File: src/rtl/alu_share_arb.sv
// Round-robin arbiter that shares one combinational ALU between two requesters.
// Defining ALU_SHARE_ARB_PERF_EN adds saturating grant/conflict performance counters.
module alu_share_arb #(
    parameter int WIDTH = 32,
    parameter int CNT_W = 16
) (
    input  logic             clk,
    input  logic             rst,

    input  logic             p0_req_valid,
    output logic             p0_req_ready,
    input  logic [WIDTH-1:0] p0_a,
    input  logic [WIDTH-1:0] p0_b,
    input  logic [2:0]       p0_func,
    input  logic             p0_sub_sra,
    output logic             p0_rsp_valid,
    input  logic             p0_rsp_ready,
    output logic [WIDTH-1:0] p0_rsp_q,
    output logic [2:0]       p0_rsp_flags,

    input  logic             p1_req_valid,
    output logic             p1_req_ready,
    input  logic [WIDTH-1:0] p1_a,
    input  logic [WIDTH-1:0] p1_b,
    input  logic [2:0]       p1_func,
    input  logic             p1_sub_sra,
    output logic             p1_rsp_valid,
    input  logic             p1_rsp_ready,
    output logic [WIDTH-1:0] p1_rsp_q,
    output logic [2:0]       p1_rsp_flags,

    output logic [WIDTH-1:0] alu_a,
    output logic [WIDTH-1:0] alu_b,
    output logic [2:0]       alu_func,
    output logic             alu_sub_sra,
    input  logic [WIDTH-1:0] alu_q,
    input  logic             alu_eq,
    input  logic             alu_lt,
    input  logic             alu_ltu
`ifdef ALU_SHARE_ARB_PERF_EN
    ,
    output logic [CNT_W-1:0] perf_grant0,
    output logic [CNT_W-1:0] perf_grant1,
    output logic [CNT_W-1:0] perf_conflict
`endif
);

    logic             pending0;
    logic             pending1;
    logic             last_grant;
    logic             elig0;
    logic             elig1;
    logic             grant0;
    logic             grant1;
    logic             accept;
    logic             hs0;
    logic             hs1;

    logic             stage_valid;
    logic             stage_tag;
    logic [WIDTH-1:0] stage_a;
    logic [WIDTH-1:0] stage_b;
    logic [2:0]       stage_func;
    logic             stage_sub_sra;

    // Ready is suppressed during reset so nothing is advertised while state is cleared.
    always_comb begin
        elig0  = p0_req_valid & ~pending0;
        elig1  = p1_req_valid & ~pending1;
        grant0 = 1'b0;
        grant1 = 1'b0;
        if (!rst) begin
            if (elig0 && elig1) begin
                grant0 = last_grant;
                grant1 = ~last_grant;
            end else begin
                grant0 = elig0;
                grant1 = elig1;
            end
        end
    end

    assign accept       = grant0 | grant1;
    assign p0_req_ready = grant0;
    assign p1_req_ready = grant1;
    assign hs0          = p0_rsp_valid & p0_rsp_ready;
    assign hs1          = p1_rsp_valid & p1_rsp_ready;

    always_ff @(posedge clk or posedge rst) begin
        if (rst) begin
            pending0   <= 1'b0;
            pending1   <= 1'b0;
            last_grant <= 1'b1;
        end else begin
            if (grant0)
                pending0 <= 1'b1;
            else if (hs0)
                pending0 <= 1'b0;

            if (grant1)
                pending1 <= 1'b1;
            else if (hs1)
                pending1 <= 1'b0;

            if (accept)
                last_grant <= grant1;
        end
    end

    // Stage registers only reload on an acceptance, so the ALU inputs hold otherwise.
    always_ff @(posedge clk or posedge rst) begin
        if (rst) begin
            stage_valid   <= 1'b0;
            stage_tag     <= 1'b0;
            stage_a       <= '0;
            stage_b       <= '0;
            stage_func    <= '0;
            stage_sub_sra <= 1'b0;
        end else begin
            stage_valid <= accept;
            if (accept) begin
                stage_tag     <= grant1;
                stage_a       <= grant1 ? p1_a       : p0_a;
                stage_b       <= grant1 ? p1_b       : p0_b;
                stage_func    <= grant1 ? p1_func    : p0_func;
                stage_sub_sra <= grant1 ? p1_sub_sra : p0_sub_sra;
            end
        end
    end

    assign alu_a       = stage_a;
    assign alu_b       = stage_b;
    assign alu_func    = stage_func;
    assign alu_sub_sra = stage_sub_sra;

    // A port's slot is always empty when its op reaches capture, thanks to pending.
    always_ff @(posedge clk or posedge rst) begin
        if (rst) begin
            p0_rsp_valid <= 1'b0;
            p0_rsp_q     <= '0;
            p0_rsp_flags <= '0;
        end else if (stage_valid && !stage_tag) begin
            p0_rsp_valid <= 1'b1;
            p0_rsp_q     <= alu_q;
            p0_rsp_flags <= {alu_ltu, alu_lt, alu_eq};
        end else if (hs0) begin
            p0_rsp_valid <= 1'b0;
        end
    end

    always_ff @(posedge clk or posedge rst) begin
        if (rst) begin
            p1_rsp_valid <= 1'b0;
            p1_rsp_q     <= '0;
            p1_rsp_flags <= '0;
        end else if (stage_valid && stage_tag) begin
            p1_rsp_valid <= 1'b1;
            p1_rsp_q     <= alu_q;
            p1_rsp_flags <= {alu_ltu, alu_lt, alu_eq};
        end else if (hs1) begin
            p1_rsp_valid <= 1'b0;
        end
    end

`ifdef ALU_SHARE_ARB_PERF_EN
    localparam logic [CNT_W-1:0] CNT_ONE = CNT_W'(1);

    always_ff @(posedge clk or posedge rst) begin
        if (rst) begin
            perf_grant0   <= '0;
            perf_grant1   <= '0;
            perf_conflict <= '0;
        end else begin
            if (grant0 && !(&perf_grant0))
                perf_grant0 <= perf_grant0 + CNT_ONE;
            if (grant1 && !(&perf_grant1))
                perf_grant1 <= perf_grant1 + CNT_ONE;
            if (elig0 && elig1 && !(&perf_conflict))
                perf_conflict <= perf_conflict + CNT_ONE;
        end
    end
`endif

endmodule
File: config.mk
export PLATFORM = sky130hd
export DESIGN_NAME = alu_share_arb
export DESIGN_NICKNAME = d
export VERILOG_FILES = /design/src/rtl/alu_share_arb.sv
export SDC_FILE = /design/constraint.sdc
export NUM_CORES = 1
export LEC_CHECK = 0
export CORE_UTILIZATION = 30
export DETAILED_ROUTE_END_ITERATION = 7
export DONT_BUFFER_PORTS = 1
export PLACE_DENSITY = 0.49
export SLEW_MARGIN = 20
export SYNTH_ARGS = -nofsm -noshare
export SYNTH_HDL_FRONTEND = slang
export SYNTH_SLANG_ARGS = --single-unit
File: constraint.sdc
create_clock -name clk -period 10.5 [get_ports clk]
set_input_delay 2.1 -clock clk [delete_from_list [all_inputs] [get_ports clk]]
set_output_delay 2.1 -clock clk [all_outputs]
set_load 0.005 [all_outputs]
## Yosys cells after proc, flatten, opt, wreduce, memory -nomap -nowiden

Index checks and enable logic that the tools add are counted.

| storage, ports and cells | value |
|---|---|
| bits in registers | 145 |
| output and inout port bits | 142 |

| operators by class | value |
|---|---|
| multiplexer cells | 14 |
| bitwise logic cells | 8 |
| reduce and logical (&&, ||, !) cells | 8 |

Operators with widths:

| kind | count |
|---|---|
| two-way mux 32 bit | 2 |
| two-way mux 1 bit | 11 |
| nonzero test 2 bit | 4 |
| bitwise AND 1 bit | 4 |
| logical AND 1 bit | 3 |
| two-way mux 3 bit | 1 |
| inverter 1 bit | 3 |
| zero test 1 bit | 1 |
| OR 1 bit | 1 |

## Logic depth before layout (Yosys ltp)

Gate-level depths: netlist of run 1.

| logic depth | value |
|---|---|
| word-level depth | 6 |
| depth in mapped cells | 6 |
| depth with buffers taken out | 3 |

## Worst setup path after synthesis of run 1

No wires, ideal clock.

| timing | value |
|---|---|
| kind | input-to-output |
| start | input rst |
| end | output p1_req_ready |
| arrival time | 2863 ps |
| data required time | 8400 ps |
| slack | 5537 ps |
| stages | 4 |
| cells stage by stage | or3b_1 -> buf_2 -> buf_2 -> nor2_4 |

| between the ends | value |
|---|---|
| word-level cells in the longest chain between the ends | 1 |

Ends and longest elaborated chain:

| item | line | source |
|---|---|---|
| from (decl) | 8 | `input logic rst,` |
| two-way mux 1 bit | 72 | `if (!rst) begin` |
| to (decl) | 22 | `output logic p1_req_ready,` |

No other way between the ends.

## Worst setup path after layout of run 1

| timing | value |
|---|---|
| start | input p0_req_valid |
| end | output p1_req_ready |

| between the ends | value |
|---|---|
| word-level cells in the longest chain between the ends | 4 |

Ends and longest elaborated chain:

| item | line | source |
|---|---|---|
| from (decl) | 10 | `input logic p0_req_valid,` |
| bitwise AND 1 bit | 68 | `elig0 = p0_req_valid & ~pending0;` |
| logical AND 1 bit | 73 | `if (elig0 && elig1) begin` |
| two-way mux 1 bit | 73 |  |
| two-way mux 1 bit | 72 |  |

No other way between the ends.

==> flow_metrics.py, run 1 <==
metrics = {
    "run_status": {
        "outcome": "finished clean",
    },
    "detailed_routing": {
        "dr.pass1.iters": 4,
        "ant_nets": 0,
        "vias": 5228,
        "drtIter0Drc": 570,
        "viasPerCell": 5.961,
        "avgRoutedWirePerCell_um": 24.23,
        "routed_wirelength_um": 21250,
        "drcViolationCount": 0,
    },
    "timing": {
        "setup_viol": 0,
        "setup_tns_ns": 0,
        "drv_slew": 0,
        "slew_headroom_pct": 39.28,
        "setup_slack_ns": 5.483,
        "timing.hold.ws_ns": 0.5354,
        "tightest_slew_ns": 0.9107,
        "fin_crit_ns": 5.017,
        "rsz0062_at_grt": "no",
        "clock.fmax_mhz": 199.3,
        "fin_skew_ns": 0.01183,
        "period_share_pct": 47.78,
        "hold_violations": 0,
    },
    "yosys": {
        "syn_inst": 594,
        "syn_nets": 771,
        "synth_seq_cells": 145,
        "synth_top_family_by_area": "compound AO/OA/AOI/OAI gates",
        "synth_top_cell_area_share_pct": 48.80,
        "yosys.area_share.simple_pct": 11.91,
        "synth_compound_area_share_pct": 22.55,
        "synth_cell_types": 28,
        "synth_area_leaders": "dfrtp_1, mux2_2, a221oi_1",
        "synth_area_leader_cell": "dfrtp_1",
        "synth_mux_area_share_pct": 10.67,
        "ys_async_sr_fraction_pct": 100.0,
        "synth_edf_count": 0,
        "synth_area_um2": 7385,
        "synth_ff_type": "dfrtp_1",
        "synth_commonest_cells": "dfrtp_1, mux2_2, a221oi_1, o21ai_0, a2bb2oi_1",
        "synth.most_common_cell": "dfrtp_1",
        "synth_xor_area_share_pct": 0,
        "synthAdderAreaFrac_pct": 0,
        "yosysWarningCount": 0,
        "syn_area_per_cell_um2": 12.43,
        "ys_seq_area_share_pct": 49.15,
    },
    "grt": {
        "grt_max_degree": 142,
        "track_usage_pct": 16.69,
        "grt_pass1_wl_um": 33000,
        "grt.overflow.total": 0,
        "grt_pass1_vias": 5488,
        "antenna_found_initial": 4,
    },
    "clock_tree": {
        "cts_root_buf": "clkbuf_16",
        "postCtsSetupBuffers": 0,
        "cts_resized": 0,
        "cts_tree": "done",
        "clk_pin_slew_worst_paths_ns": 0.06,
        "cts.path.max_buffers": 2,
        "postCtsHoldBufs": 0,
        "cts_max_level": 4,
        "clkSinkCount": 145,
        "cts_buffers": 17,
        "clock_latency_ns": 0.42,
    },
    "critical_path": {
        "crit_chain": "and3b_4, nor2_4",
        "crit_family": "simple AND/OR/NAND/NOR gates",
        "critPathKind": "input pin to output port",
        "cp.required_ns": 8.40,
        "start_kind": "input pin",
        "cp_slowest_cell": "and3b_4",
        "path_buf_inv": 0,
        "cp_data_arrival_time_ns": 2.92,
        "slowest_delay_ns": 0.68,
        "cp-end-kind": "output port",
        "cp_max_fo": 70,
    },
    "floorplanning": {
        "start_util_pct": 30.45,
        "core_um2": 24250,
        "die_h_um": 158.9,
        "die_width_um": 158.9,
        "io_pins": 319,
        "dieArea_um2": 25250,
        "fp-row-count": 57,
    },
    "power_and_ir_drop": {
        "powerDensity_nw_per_um2": 297.1,
        "p_leak_nw": 3.087,
        "ir_drop_mv": 0.1096,
    },
    "placed_design": {
        "routabilityCongestion": 0.8421,
        "dp_hpwl_um": 13460,
        "io_buffer_count": 0,
        "dp_slack_ns": 5.170,
    },
    "worst_hold_path": {
        "min_path_type": "flip-flop to flip-flop",
    },
    "job": {
        "max-cap-violations": 0,
    },
    "final_layout": {
        "area_growth_pct": 9.573,
        "drive_gt1_share_pct": 29.89,
        "nets": 717,
    },
}
==> layout make-up <==
| cell class | instances | area, µm² |
|---|---|---|
| multi-input combinational | 363 | 3349 |
| sequential | 145 | 3633 |
| timing repair buffer | 9 | 87.58 |
| clock inverter | 14 | 167.7 |
| inverter | 4 | 20.02 |
| clock buffer | 17 | 425.4 |
| fill | 2404 | 16160 |
| antenna | 1 | 2.502 |
| tap | 324 | 405.4 |
==> stage by stage <==
stage               utilization [%]  cells  cell area [µm²]  power (W)
floorplan                         -    594             7385   0.001616
global placement              30.75    843             7456   0.001757
detailed placement            30.75    843             7456   0.001790
CTS                           33.19    874             8049   0.002434
global route                  33.36    876             8089   0.002551
finish                        33.37    877             8092   0.002404
==> registers in the layout, indices dropped and copies added (netlist names), 3 cells and up <==
name and count:
p1_rsp_flags 3, alu_b 32, p0_rsp_flags 3, alu_func 3
alu_a 32, p0_rsp_q 32, p1_rsp_q 32
==> layout by cell type, fill, tap and decap left out <==
master	instances
a21o_1	3
a21oi_4	1
a221oi_1	66
a221oi_2	2
a2bb2oi_1	58
a2bb2oi_2	10
and3b_4	1
and4bb_1	14
and4bb_2	33
buf_12	1
buf_4	7
buf_8	1
bufinv_16	2
clkbuf_16	17
clkinvlp_4	4
dfrtp_1	143
dfrtp_4	1
dfstp_2	1
diode_2	1
inv_1	3
inv_6	6
inv_8	3
mux2_2	70
nand2_1	5
nand2b_2	2
nand3b_1	1
nor2_4	1
nor2b_4	1
nor3b_1	1
nor4bb_1	21
o21ai_0	66
o21ai_1	6
or3b_2	1
==> kinds of logic (layout without fill, tap and decap cells) <==
group,after synthesis,in the layout
compound gates,212,212
simple gates,81,81
buf+inv,86,44
other cells,0,1
flops,145,145
mux,70,70
==> layer usage <==
metal	wire, µm	vias to the layer above	global-route usage (%)
li1	-	2253	-
met1	8314	2680	19.19
met2	10300	264	27.49
met3	2277	27	7.889
met4	335	4	4.851
met5	25	-	0
==> report_power, final <==
part | switching (W) | internal [W] | total (W) | leakage, nW
combinational | 0.000284 | 0.000371 | 0.000655 | 1.15
clock | 0.000267 | 0.000358 | 0.000625 | 0.279
sequential | 0.000284 | 0.000841 | 0.00112 | 1.65
total | 0.000834 | 0.00157 | 0.00240 | 3.09
==> final timing paths <==
check	startpoint	end	slack [ns]	cells after the start
min reg2reg	p1_rsp_flags[1]$_DFFE_PP0P_	p1_rsp_flags[1]$_DFFE_PP0P_	0.54	1
max	p0_req_valid	p1_req_ready	5.48	2
max in group asynchronous	rst	p1_rsp_q[23]$_DFFE_PP0P_	7.39	2
min	p1_rsp_flags[1]$_DFFE_PP0P_	p1_rsp_flags[1]$_DFFE_PP0P_	0.54	1
min in group asynchronous	rst	alu_a[14]$_DFFE_PP0P_	1.64	1
max reg2reg	pending1$_DFFE_PP0P_	alu_a[17]$_DFFE_PP0P_	7.75	5
No activity file was read; power rests on OpenSTA's default activity.
==> run 2, diff against run 1 <==
- clock period: 10.5 -> 5 ns (I/O delays scaled with it)
==> run 2 against run 1 <==
Net effect:
- utilization increased by 0.17 points
- global-route usage increased by 0.32 points
- first-iteration DRC count increased by 5.8%
- combinational power increased by 110%
- via count increased by 2.1%
- count of clock-buffer cells in the layout unchanged
- routed wire length increased by 1.9%
- clock skew decreased by 0.0049 ns
- hold slack got worse by 0.020 ns
- sequential share of layout area decreased by 0.23 points
- sequential power increased by 110%
- critical endpoint is now p0_req_ready
- highest routed layer unchanged
==> flow_metrics.py, run 2 (synthesized netlist as in run 1, its figures left out) <==
metrics = {
    "power_and_ir_drop": {
        "power.total_w": 0.005103,
        "combPwrFrac_pct": 26.9,
        "p_clk_share_pct": 26.8,
        "powerDensity_nw_per_um2": 627.5,
        "power.internal_w": 0.003349,
        "p_leak_nw": 3.118,
        "p_sw_w": 0.001754,
        "seqPwrFrac_pct": 46.3,
        "ir_drop_mv": 0.2195,
        "switching_share_pct": 34.37,
    },
    "clock_tree": {
        "cts_root_buf": "clkbuf_16",
        "postCtsSetupBuffers": 0,
        "cts_buffers": 17,
        "clkSinkCount": 145,
        "cts_max_level": 4,
        "postCtsHoldBufs": 0,
        "cts.path.max_buffers": 2,
        "clock_latency_ns": 0.41,
        "cts_resized": 0,
        "clk_pin_slew_worst_paths_ns": 0.07,
        "cts_tree": "done",
    },
    "critical_path": {
        "path_buf_inv": 1,
        "critPathKind": "flip-flop to output port",
        "cp-end-kind": "output port",
        "crit_family": "flip-flops",
        "cp_slowest_cell": "dfrtp_4",
        "cp_data_arrival_time_ns": 1.91,
        "cp_max_fo": 71,
        "crit_chain": "nand2b_2, o21ai_0, inv_1",
        "slowest_delay_ns": 0.71,
        "start_kind": "flip-flop",
        "regToRegSetupSlack_ns": 2.27,
        "cp.required_ns": 4.00,
    },
    "final_layout": {
        "drive_gt1_share_pct": 30.14,
        "fillers": 2383,
        "final_common_cell": "dfrtp_1",
        "multi_input_area_um2": 3347,
        "seq_area_um2": 3633,
        "fin_cells": 880,
        "area_growth_pct": 10.13,
        "nets": 719,
        "layout_common_cells": "dfrtp_1, mux2_2, o21ai_0, a221oi_1, a2bb2oi_1",
        "design_area_um2": 8133,
    },
    "floorplanning": {
        "die_h_um": 158.9,
        "die_width_um": 158.9,
        "start_util_pct": 30.45,
        "io_pins": 319,
        "core_um2": 24250,
        "dieArea_um2": 25250,
        "fp-row-count": 57,
    },
    "grt": {
        "grt.overflow.total": 0,
        "antenna_found_initial": 5,
        "grt_pass1_wl_um": 33490,
        "track_usage_pct": 17.01,
        "grt_pass1_vias": 5499,
        "grt_max_degree": 142,
    },
    "detailed_routing": {
        "routed_wirelength_um": 21670,
        "drtIter0Drc": 603,
        "drcViolationCount": 0,
        "avgRoutedWirePerCell_um": 24.62,
        "vias": 5336,
        "viasPerCell": 6.064,
        "dr.pass1.iters": 6,
        "ant_nets": 0,
    },
    "job": {
        "max-cap-violations": 0,
    },
    "placed_design": {
        "dp_hpwl_um": 13960,
        "dp.cells": 846,
        "routabilityCongestion": 0.8032,
        "dpl_cell_area_um2": 7477,
        "io_buffer_count": 0,
    },
    "timing": {
        "period_share_pct": 58.11,
        "setup_tns_ns": 0,
        "fin_skew_ns": 0.006948,
        "setup_viol": 0,
        "hold_violations": 0,
        "fin_crit_ns": 2.906,
        "slew_headroom_pct": 40.28,
        "rsz0062_at_grt": "no",
        "drv_slew": 0,
        "timing.hold.ws_ns": 0.5155,
        "clock.fmax_mhz": 344.2,
        "tightest_slew_ns": 0.8939,
    },
    "worst_hold_path": {
        "min_path_type": "flip-flop to flip-flop",
    },
    "run_status": {
        "outcome": "finished clean",
    },
}
run 2: final cells by class:
class                   instances  share of cell area [%]
flip-flops and latches        145                   44.68
multi-input cells             363                   41.15
clock buffers                  17                   5.231
well taps                     324                   4.985
clock inverters                14                   2.400
repair buffers                 11                   1.262
inverters                       4                  0.2308
diodes                          2                 0.06154
run 2: worst register-to-register path, stage by stage, from the launching register on:
cell       delay (ns)
dfrtp_4          0.71
nand2b_2         0.32
buf_4            0.33
a21oi_4          0.35
buf_4            0.68
a2bb2oi_1        0.26
run 2: metrics by stage:
stage	worst slack (ns)	util (%)
2_1_floorplan	1.630	-
3_3_place_gp	2.161	30.84
3_5_place_dp	1.991	30.84
4_1_cts	1.868	33.40
5_1_grt	1.987	33.53
6_report	2.095	33.54
run 2: path summary, 6_finish.rpt:
path | from | to | cells after the start
max reg2reg | pending1$_DFFE_PP0P_ | alu_b[3]$_DFFE_PP0P_ | 5
min reg2reg | last_grant$_DFFE_PP1P_ | last_grant$_DFFE_PP1P_ | 2
max | pending1$_DFFE_PP0P_ | p0_req_ready | 3
min | last_grant$_DFFE_PP1P_ | last_grant$_DFFE_PP1P_ | 2
min in group asynchronous | rst | alu_a[22]$_DFFE_PP0P_ | 1
max in group asynchronous | rst | p1_rsp_q[3]$_DFFE_PP0P_ | 2
run 2: layer usage:
| metal | share of wire (%) | track usage (%) | up-vias |
|---|---|---|---|
| met5 | 0.11 | 0 | - |
| met4 | 1.7 | 5.332 | 4 |
| met3 | 11 | 7.445 | 23 |
| met2 | 49 | 27.85 | 314 |
| met1 | 38 | 19.93 | 2738 |
| li1 | - | - | 2257 |
run 2: power by group through the flow:
stage | Combinational (W) | Sequential (W) | Clock [W]
after detailed placement | 0.00139 | 0.00237 | 0
after global routing | 0.00150 | 0.00245 | 0.00147
final | 0.00137 | 0.00236 | 0.00137
after CTS | 0.00139 | 0.00237 | 0.00142
after floorplan | 0.00127 | 0.00212 | 0
after global placement | 0.00130 | 0.00237 | 0
==> run 3, diff against run 2 <==
- clock period: 5 -> 2.9 ns (I/O delays scaled with it)
==> run 3 against run 2 <==
Net effect:
- hold slack worse by 0.30 ns
- routed wire length up 0.36%
- largest power group unchanged
- die area unchanged
- critical path type unchanged
- sequential power up 67%
- power up 70%
- clock power up 62%
- critical path depth down 1
==> flow_metrics.py, run 3 (synthesized netlist as in run 1, its figures left out) <==
metrics = {
    "timing": {
        "clock.fmax_mhz": 413.0,
        "rsz0062_at_grt": "no",
        "period_share_pct": 83.50,
        "hold_violations": 0,
        "fin_skew_ns": 0.009512,
        "slew_headroom_pct": 46.31,
        "drv_slew": 0,
        "fin_crit_ns": 2.422,
        "setup_tns_ns": 0,
        "tightest_slew_ns": 0.8054,
        "setup_viol": 0,
        "timing.hold.ws_ns": 0.2148,
    },
    "final_layout": {
        "drive_gt1_share_pct": 30.27,
        "seq_area_um2": 3631,
        "fin_cells": 879,
        "multi_input_area_um2": 3347,
        "fillers": 2408,
        "layout_common_cells": "dfrtp_1, mux2_2, o21ai_0, a221oi_1, a2bb2oi_1",
        "area_growth_pct": 9.658,
        "antenna_cells": 0,
        "nets": 719,
        "final_common_cell": "dfrtp_1",
    },
    "detailed_routing": {
        "wl_met2_um": 10480,
        "routed_wirelength_um": 21740,
        "avgRoutedWirePerCell_um": 24.74,
        "viasPerCell": 5.994,
        "wl_met3_um": 2068,
        "ant_nets": 0,
        "met1_length_um": 8920,
        "vias": 5269,
        "top_layer_used": "met4",
        "drcViolationCount": 0,
        "dr.pass1.iters": 5,
        "drtIter0Drc": 589,
    },
    "critical_path": {
        "reg2reg_from": "last_grant$_DFFE_PP1P_",
        "crit_chain": "or3b_2, nor2_4",
        "cp_slowest_cell": "or3b_2",
        "start_kind": "flip-flop",
        "crit_family": "simple AND/OR/NAND/NOR gates",
        "worst-path-stages": 2,
        "cp.required_ns": 2.32,
        "regToRegSetupSlack_ns": 0.84,
        "critPathKind": "flip-flop to output port",
        "cp_data_arrival_time_ns": 1.84,
        "rr_endpoint": "alu_b[22]$_DFFE_PP0P_",
        "ff2ff_path_depth": 4,
        "slowest_delay_ns": 0.73,
        "cp_max_fo": 29,
        "path_buf_inv": 0,
        "cp-end-kind": "output port",
    },
    "power_and_ir_drop": {
        "powerDensity_nw_per_um2": 1071,
        "p_sw_w": 0.003128,
        "combPwrFrac_pct": 28.8,
        "seqPwrFrac_pct": 45.5,
        "p_leak_nw": 3.109,
        "p_clk_share_pct": 25.6,
        "ir_drop_mv": 0.4215,
        "switching_share_pct": 36.08,
        "power.internal_w": 0.005541,
    },
    "placed_design": {
        "dp_hpwl_um": 13610,
        "dp.cells": 847,
        "routabilityCongestion": 0.9055,
        "io_buffer_count": 0,
    },
    "clock_tree": {
        "postCtsSetupBuffers": 0,
        "cts_tree": "done",
        "clock_latency_ns": 0.42,
        "clk_pin_slew_worst_paths_ns": 0.07,
        "cts_resized": 0,
        "clkSinkCount": 145,
        "cts_root_buf": "clkbuf_16",
        "postCtsHoldBufs": 0,
        "cts_buffers": 17,
        "cts.path.max_buffers": 2,
        "cts_max_level": 4,
    },
    "grt": {
        "grt_max_degree": 142,
        "grt_pass1_wl_um": 33550,
        "grt.overflow.total": 0,
        "grt_pass1_vias": 5475,
        "antenna_found_initial": 0,
        "track_usage_pct": 17.01,
    },
    "floorplanning": {
        "start_util_pct": 30.45,
        "die_h_um": 158.9,
        "die_width_um": 158.9,
        "io_pins": 319,
        "core_um2": 24250,
        "dieArea_um2": 25250,
        "fp-row-count": 57,
    },
    "job": {
        "max-cap-violations": 0,
    },
    "run_status": {
        "outcome": "finished clean",
    },
    "worst_hold_path": {
        "min_path_type": "input pin to asynchronous set/reset pin",
    },
}
## run 3: worst register-to-register path: cells and delay by family, from the launching register on
family / cells / cell delay, ns
DFF: 1 / 0.55
and+or+nand+nor: 1 / 0.46
buffers and inverters: 1 / 0.49
AOI/OAI and AO/OA: 2 / 0.49
## run 3: through the flow
| stage | total power, W | util [%] | setup WS [ns] | area (µm²) |
|---|---|---|---|---|
| after global placement | 0.006409 | 30.97 | 0.6218 | 7510 |
| after CTS | 0.008802 | 33.40 | 0.4647 | 8098 |
| after floorplan | 0.005853 | - | 0.01865 | 7398 |
| final | 0.008669 | 33.40 | 0.4784 | 8098 |
| after detailed placement | 0.006516 | 30.97 | 0.6694 | 7510 |
| after global routing | 0.009188 | 33.40 | 0.3873 | 8098 |
## run 3: power groups by stage
stage | logic [W] | clock network [W] | registers [W]
floorplan | 0.00219 | 0 | 0.00366
global placement | 0.00242 | 0 | 0.00399
detailed placement | 0.00254 | 0 | 0.00397
CTS | 0.00254 | 0.00230 | 0.00396
global route | 0.00272 | 0.00239 | 0.00408
finish | 0.00250 | 0.00222 | 0.00395
## run 3: area by class of cell
cell class / count / share of cell area [%]
Clock buffer: 17 / 5.253
Clock inverter: 15 / 2.009
Inverter: 4 / 0.2318
Sequential cell: 145 / 44.84
Timing Repair Buffer: 11 / 1.329
Tap cell: 324 / 5.006
Multi-Input combinational cell: 363 / 41.33
## run 3: per-layer routing
| layer | vias to the layer above | global-route usage [%] |
|---|---|---|
| met5 | - | 0 |
| met4 | 0 | 4.983 |
| met3 | 17 | 6.217 |
| met2 | 301 | 27.77 |
| met1 | 2686 | 20.93 |
| li1 | 2265 | - |
## run 3: worst max path at each step
stage,startpoint,end,slack [ns]
2_1_floorplan,rst,alu_a[0]$_DFFE_PP0P_,0.02
3_3_place_gp,rst,alu_b[16]$_DFFE_PP0P_,0.62
3_5_place_dp,rst,alu_b[15]$_DFFE_PP0P_,0.67
4_1_cts,pending1$_DFFE_PP0P_,p1_req_ready,0.46
5_1_grt,pending1$_DFFE_PP0P_,p1_req_ready,0.39
6_report,pending1$_DFFE_PP0P_,p1_req_ready,0.48
